## src/rtl/dpe_pkg.sv

```systemverilog
// ============================================================================
// dpe_pkg : shared sizing helpers for the dot-product engine
// Revision: 1.0
// ============================================================================
`default_nettype none

package dpe_pkg;

  function automatic int clog2(input int value);
    int r;
    r = 0;
    while ((1 << r) < value) r++;
    return r;
  endfunction

  function automatic int calc_ow(input int dw, input int lanes, input int max_beats);
    return 2 * dw + clog2(lanes) + clog2(max_beats) + 1;
  endfunction

  // Lane 0 occupies the most significant slice of a packed lane vector.
  function automatic int lane_lsb(input int k, input int width, input int lanes);
    return (lanes - 1 - k) * width;
  endfunction

endpackage

`default_nettype wire

```

## src/rtl/dpe_adder_tree.sv

```systemverilog
// ============================================================================
// dpe_adder_tree : registered pairwise reduction with valid/last/mode sideband
// Revision: 1.0
// ============================================================================
`default_nettype none

module dpe_adder_tree
  import dpe_pkg::*;
#(
  parameter int LANES = 32,
  parameter int WIDTH = 8,
  localparam int SW = WIDTH + clog2(LANES)
) (
  input  logic                   clk,
  input  logic                   rst,
  input  logic                   valid_i,
  input  logic                   last_i,
  input  logic                   mode_i,
  input  logic [LANES*WIDTH-1:0] data_i,
  output logic                   valid_o,
  output logic                   last_o,
  output logic                   mode_o,
  output logic [SW-1:0]          sum_o
);

  localparam int LVLS = clog2(LANES);

  // Heap layout: node n sums children 2n and 2n+1, leaves sit at LANES+k, so
  // every level pairs adjacent lanes. Leaves are pre-extended to the full
  // result width, which keeps each level's sum exact for either mode.
  logic [SW-1:0]   node_w [1:2*LANES-1];
  logic [LVLS-1:0] vld_q;
  logic [LVLS-1:0] lst_q;
  logic [LVLS-1:0] mod_q;

  genvar k, n;
  generate
    for (k = 0; k < LANES; k++) begin : g_leaf
      localparam int LSB = lane_lsb(k, WIDTH, LANES);
      assign node_w[LANES+k] = {{LVLS{mode_i & data_i[LSB+WIDTH-1]}}, data_i[LSB +: WIDTH]};
    end

    for (n = 1; n < LANES; n++) begin : g_node
      logic [SW-1:0] sum_q;
      always_ff @(posedge clk) begin
        if (rst) sum_q <= '0;
        else     sum_q <= node_w[2*n] + node_w[2*n+1];
      end
      assign node_w[n] = sum_q;
    end
  endgenerate

  always_ff @(posedge clk) begin
    if (rst) begin
      vld_q <= '0;
      lst_q <= '0;
      mod_q <= '0;
    end else begin
      vld_q[0] <= valid_i;
      lst_q[0] <= last_i;
      mod_q[0] <= mode_i;
      for (int s = 1; s < LVLS; s++) begin
        vld_q[s] <= vld_q[s-1];
        lst_q[s] <= lst_q[s-1];
        mod_q[s] <= mod_q[s-1];
      end
    end
  end

  assign sum_o   = node_w[1];
  assign valid_o = vld_q[LVLS-1];
  assign last_o  = lst_q[LVLS-1];
  assign mode_o  = mod_q[LVLS-1];

endmodule

`default_nettype wire

```

## src/rtl/dot_product_engine.sv

```systemverilog
// ============================================================================
// dot_product_engine : pipelined multi-beat integer dot product with overflow flag
// Revision: 1.0
// ============================================================================
`default_nettype none

module dot_product_engine
  import dpe_pkg::*;
#(
  parameter int LANES     = 32,
  parameter int DW        = 4,
  parameter int MAX_BEATS = 4,
  localparam int OW = calc_ow(DW, LANES, MAX_BEATS)
) (
  input  logic                clk,
  input  logic                rst,
  input  logic                in_valid,
  input  logic                in_last,
  input  logic                signed_mode,
  input  logic [LANES*DW-1:0] I,
  input  logic                weight_valid,
  input  logic [LANES*DW-1:0] W,
  output logic                out_valid,
  output logic [OW-1:0]       OUT,
  output logic                out_ovf
);

  localparam int PW = 2 * DW;
  localparam int TW = PW + clog2(LANES);
  localparam int CW = clog2(MAX_BEATS) + 2;
  localparam logic [CW-1:0] CNT_MAX = CW'(MAX_BEATS + 1);
  localparam logic [CW-1:0] OVF_LIM = CW'(MAX_BEATS);

  logic [LANES*DW-1:0] wbank_q, w_eff;
  logic [LANES*PW-1:0] prod_d, prod_q;
  logic                p_valid_q, p_last_q, p_mode_q;
  logic                t_valid, t_last, t_mode;
  logic [TW-1:0]       t_sum;
  logic [OW-1:0]       part_ext, acc_d, acc_q;
  logic [CW-1:0]       cnt_d, cnt_q;
  logic                fresh_d, fresh_q, fire_q;
  logic                out_valid_q, out_ovf_q;
  logic [OW-1:0]       out_q;

  // A weight load in the same cycle as a beat is used by that beat directly.
  assign w_eff = weight_valid ? W : wbank_q;

  genvar k;
  generate
    for (k = 0; k < LANES; k++) begin : g_lane
      localparam int IL = lane_lsb(k, DW, LANES);
      localparam int PL = lane_lsb(k, PW, LANES);
      logic [PW-1:0] a_ext, b_ext;
      assign a_ext = {{DW{signed_mode & I[IL+DW-1]}}, I[IL +: DW]};
      assign b_ext = {{DW{signed_mode & w_eff[IL+DW-1]}}, w_eff[IL +: DW]};
      assign prod_d[PL +: PW] = a_ext * b_ext;
    end
  endgenerate

  always_ff @(posedge clk) begin
    if (rst) begin
      wbank_q   <= '0;
      prod_q    <= '0;
      p_valid_q <= 1'b0;
      p_last_q  <= 1'b0;
      p_mode_q  <= 1'b0;
    end else begin
      if (weight_valid) wbank_q <= W;
      prod_q    <= prod_d;
      p_valid_q <= in_valid;
      p_last_q  <= in_valid & in_last;
      p_mode_q  <= signed_mode;
    end
  end

  dpe_adder_tree #(
    .LANES (LANES),
    .WIDTH (PW)
  ) u_tree (
    .clk     (clk),
    .rst     (rst),
    .valid_i (p_valid_q),
    .last_i  (p_last_q),
    .mode_i  (p_mode_q),
    .data_i  (prod_q),
    .valid_o (t_valid),
    .last_o  (t_last),
    .mode_o  (t_mode),
    .sum_o   (t_sum)
  );

  assign part_ext = {{(OW-TW){t_mode & t_sum[TW-1]}}, t_sum};

  // fresh_q marks that the next beat opens a new vector.
  always_comb begin
    acc_d   = acc_q;
    cnt_d   = cnt_q;
    fresh_d = fresh_q;
    if (t_valid) begin
      fresh_d = t_last;
      if (fresh_q) begin
        acc_d = part_ext;
        cnt_d = CW'(1);
      end else begin
        acc_d = acc_q + part_ext;
        cnt_d = (cnt_q == CNT_MAX) ? cnt_q : cnt_q + CW'(1);
      end
    end
  end

  always_ff @(posedge clk) begin
    if (rst) begin
      acc_q       <= '0;
      cnt_q       <= '0;
      fresh_q     <= 1'b1;
      fire_q      <= 1'b0;
      out_valid_q <= 1'b0;
      out_q       <= '0;
      out_ovf_q   <= 1'b0;
    end else begin
      acc_q       <= acc_d;
      cnt_q       <= cnt_d;
      fresh_q     <= fresh_d;
      fire_q      <= t_valid & t_last;
      out_valid_q <= fire_q;
      out_q       <= fire_q ? acc_q : '0;
      out_ovf_q   <= fire_q & (cnt_q > OVF_LIM);
    end
  end

  assign out_valid = out_valid_q;
  assign OUT       = out_q;
  assign out_ovf   = out_ovf_q;

endmodule

`default_nettype wire

```

## config.mk

```make
export PLATFORM = sky130hd
export DESIGN_NAME = dot_product_engine
export DESIGN_NICKNAME = d
export VERILOG_FILES = /design/src/rtl/dpe_pkg.sv /design/src/rtl/dpe_adder_tree.sv /design/src/rtl/dot_product_engine.sv
export SDC_FILE = /design/constraint.sdc
export NUM_CORES = 2
export LEC_CHECK = 0
export BUFFER_PORTS_ARGS = -buffer_cell sky130_fd_sc_hd__buf_2
export CAP_MARGIN = 20
export CORE_UTILIZATION = 57
export DETAILED_ROUTE_END_ITERATION = 8
export GPL_TIMING_DRIVEN = 0
export PLACE_DENSITY = 0.78
export SYNTH_ARGS = -nofsm -noshare
export SYNTH_HDL_FRONTEND = slang
export SYNTH_SLANG_ARGS = --single-unit
```

## constraint.sdc

```tcl
create_clock -name clk -period 4.8 [get_ports clk]
set_clock_uncertainty 0.1 [all_clocks]
set_input_delay 0.48 -clock clk [delete_from_list [all_inputs] [get_ports clk]]
set_output_delay 0.48 -clock clk [all_outputs]
set_load 0.005 [all_outputs]
```

==> results.txt <==
----------------------------------------------------
[Die]
  Width of the die ... 318 um
  Row count ... ~120
  Starting density of the core ... between 50 and 60%
  Total core area ... 98700 um^2
  Floorplan die height ... 318 um
  Total Die Area ... 101000 um^2
  Num ports ... 280

[Clock tree]
  Number of clock sinks seen by CTS ... 797
  Root buffer cell ... clkbuf_16
  Register clock-pin slew on the reported worst setup and hold paths ... approximately 0.060 ns
  Number of setup buffers added after CTS ... 0
  TritonCTS clock tree ... done
  Number of CTS-inserted buffers ... 90
  Largest buffer count on any clock path ... 3
  Worst skew pair latency ... 0.68 ns
  Deepest level of the CTS H-tree ... 3

[Power and ir drop]
  Power consumption ... 23.1 mW
  Areal power density over the cells ... 361 nW/um^2
  Maximum vdd ir drop ... 0.000304 V
  Lkg Pwr ... 29.9 nW

[Synth]
  Most common flop cell mapped by yosys ... dfxtp_1
  Net count of the mapped netlist ... 7542
  Mean instance size in the synthesized netlist ... 9.26 um^2
  Cell count after synthesis ... 6154
  Sequential share of the synthesized area ... 28.0%
  Number of storage elements in the synthesis netlist ... 797
  Count of cell types in the netlist ... 68
  Area share of the leading cell type in the synthesized netlist ... 28.0%
  Share of synthesized registers carrying an async set or reset ... 0%
  Area of the mapped netlist ... 57000 um^2
  Synth Warn # ... 0
  Library cell with the largest summed area after synthesis ... dfxtp_1
  Dominant cells by area after synthesis ... dfxtp_1, ha_1, fa_1
  Count of flip-flops with a built-in enable after synthesis ... 0

[Placed design]
  Area of placed instances ... 60300 um^2
  Worst setup slack before clock tree synthesis ... -1.83 ns
  Final Wtd Congestion ... approximately 0.9
  Post-detailed-placement half-perimeter wirelength ... ~120 mm
  Total instance count after detailed placement ... 7733
  Port Buffers ... 277

[Run status]
  Outcome ... finished, final reports clean

[Worst setup path]
  Maximum fanout encountered on the critical timing path ... 10
  Type of element launching the critical path ... input pin
  Kind of capture point of the worst setup path ... flop
  Critical path cell sequence ... clkbuf_2, buf_2, buf_2, nand2_1, fa_1, fa_1, fa_1, inv_1, ha_1, a21oi_1, xnor2_1, xnor2_1, nor2_1
  CP Data Required Time ... 5.24 ns
  Crit path largest cell delay ... 0.70 ns
  Data arrival time of the worst path ... roughly 5.2 ns
  Worst-path cell with the longest stage delay ... clkbuf_2
  Crit Path Class ... in2reg
  Most numerous cell on the critical path ... fa_1
  Reg-to-reg slack, setup ... approximately 0.57 ns

[Routing]
  Via density ... 5.35
  Average routed wire per standard cell ... 18.9 um
  Number of DRC markers after the initial detailed-route iteration ... between 2000 and 3000
  Remaining design rule violation count ... 0
  Detailed Routing Iterations Pass 1 ... 6
  Post-detailed-routing wire length ... 149 mm
  Via count ... 42425
  Routed Antenna Nets ... 0

[STA]
  Setup-violating endpoint count in the final report ... 0
  Final hold violations ... 0
  Worst-Margin Slew ... 1.25 ns
  Top achievable clock speed ... 209 MHz
  Final critical-path share of the clock period ... 99.6%
  Worst setup margin ... 0.0193 ns
  Worst slew margin relative to its limit ... between 10% and 20%
  Clock period minus worst slack ... 4.78 ns
  Setup repair after global routing missed its margin ... false
  Number of pins exceeding their max-slew limit in the final report ... 0

[Global route]
  Final global-route overflow total ... 0
  Number of global-route vias before repair ... ~43000
  Total GRT Usage ... between 20 and 30%
  Global-route wire length before repair ... between 200 and 250 mm
  Largest net degree at the start of global routing ... 14
  Number of antenna violations at the first check in global routing ... 25

[Final layout]
  Combined area of the multi-input logic cells ... 37800 um^2
  Area added between synthesis and finish ... 12.3%
  FF/Latch Area ... 16000 um^2
  Post-Layout Inst Area ... 64000 um^2
  Share of post-route cells with drive strength above 1 ... 10.5%
  Layout fillers ... 7903
  Most common cell after layout, fill and taps aside ... dfxtp_1
  Final standard cell count with taps included and fillers excluded ... 7928
  Total number of nets in the final design ... 7954
  Leading cell types in the layout, fill and taps excluded ... dfxtp_1, inv_1, ha_1

[Flow run]
  Max-cap violation count ... 0

[Min path]
  Class of the tightest hold or removal check ... in2reg

----------------------------------------------------
synthesized netlist by cell type (all sizes together) (2+ instances only):
master,count
o21bai,16
nand2b,111
or2,96
o211ai,21
clkbuf,96
a21boi,32
a311oi,4
a41oi,5
xor2,101
mux2i,111
o21ai,128
xnor2,358
o31ai,9
a211oi,21
a31oi,5
a21oi,272
a21o,143
o2111ai,2
dfxtp,797
nor4,5
ha,710
o21a,19
and2,181
buf,30
nand3,45
or3,8
and3,14
nor2,586
nand2,311
or4,6
nor3,90
inv,789
fa,416
nand3b,3
mux2,56
a2111oi,3
o2bb2ai,7
or3b,14
nor2b,523
final timing paths:
path | startpoint | endpoint | depth (start not counted)
setup / recovery | signed_mode | prod_q[215] | 13
hold / removal | W[107] | wbank_q[107] | 3
setup reg to reg | wbank_q[71] | prod_q[143] | 13
hold reg to reg | u_tree.lst_q[2] | u_tree.lst_q[3] | 1
cells by family (layout without fill, tap and decap cells):
family	count (synthesis)	count (layout)	share of synthesized area [%]
AO/OA/AOI/OAI	692	692	7.60
XOR/XNOR	459	459	7.05
adder cells (fa/ha/maj)	1126	1126	30.2
buffers and inverters	916	1398	6.19
flip-flops	797	797	28.0
multiplexers	167	167	3.14
other	0	5	0
AND/OR/NAND/NOR	1997	1997	17.8
stage by stage:
stage | utilization, % | hold WS, ns | setup TNS [ns]
after CTS | 64.6 | 0.000181 | -0.432
after detailed placement | 61.1 | 0.320 | -173.88
after global routing | 64.8 | 0.0172 | 0
after global placement | 60.8 | 0.315 | -210.26
final | 64.8 | 0.0188 | 0
after floorplan | - | 0.314 | 0
registers in the layout, summed over array words and instances (netlist names), 4 cells and up:
signal and count:
u_tree.sum_o 13, OUT 16, acc_q 16, u_tree.vld_q 5, u_tree.g_node.sum_q 342, wbank_q 128
prod_q 256, cnt_q 4, u_tree.mod_q 5, u_tree.lst_q 5
metal layers:
| metal | GRT usage (%) | up-vias | routed length [um] |
|---|---|---|---|
| met5 | 0 | - | 153 |
| met4 | 13.2 | 26 | 6730 |
| met3 | 5.82 | 313 | 11900 |
| met2 | 48.6 | 1233 | 68400 |
| met1 | 37.7 | 20359 | 62400 |
| li1 | - | 20494 | - |
timing repair:
| item | in CTS | in global routing |
|---|---|---|
| resized for setup | 50 | 43 |
| hold endpoints to repair | 28 | 0 |
| hold buffers | 28 | 0 |
| setup endpoints to repair | 122 | 32 |
worst max-delay path: cells and delay by family:
family                     cells  cell delay [ns]
AOI/OAI and AO/OA              1             0.17
xor gates and xnor gates       2             0.41
adders and majority gates      4             1.81
buffers and inverters          4             2.10
and+or+nand+nor                2             0.22
power by group:
group	total, mW	internal (mW)	switching (mW)	leakage (nW)
Sequential	8.22	7.73	0.484	6.55
Clock	7.08	4.17	2.91	1.48
Combinational	7.81	3.41	4.39	21.9
final cells by class:
cell class                      count  share of cell area, %
Clock inverter                     41                  0.755
Tap cell                         1287                   2.52
Timing Repair Buffer              320                   3.00
Sequential cell                   797                   24.9
Buffer                            126                   1.12
Clock buffer                      121                   3.99
Antenna cell                        5                 0.0196
Multi-Input combinational cell   4441                   59.0
Inverter                          790                   4.63
Power figures use the tool's default switching activity.
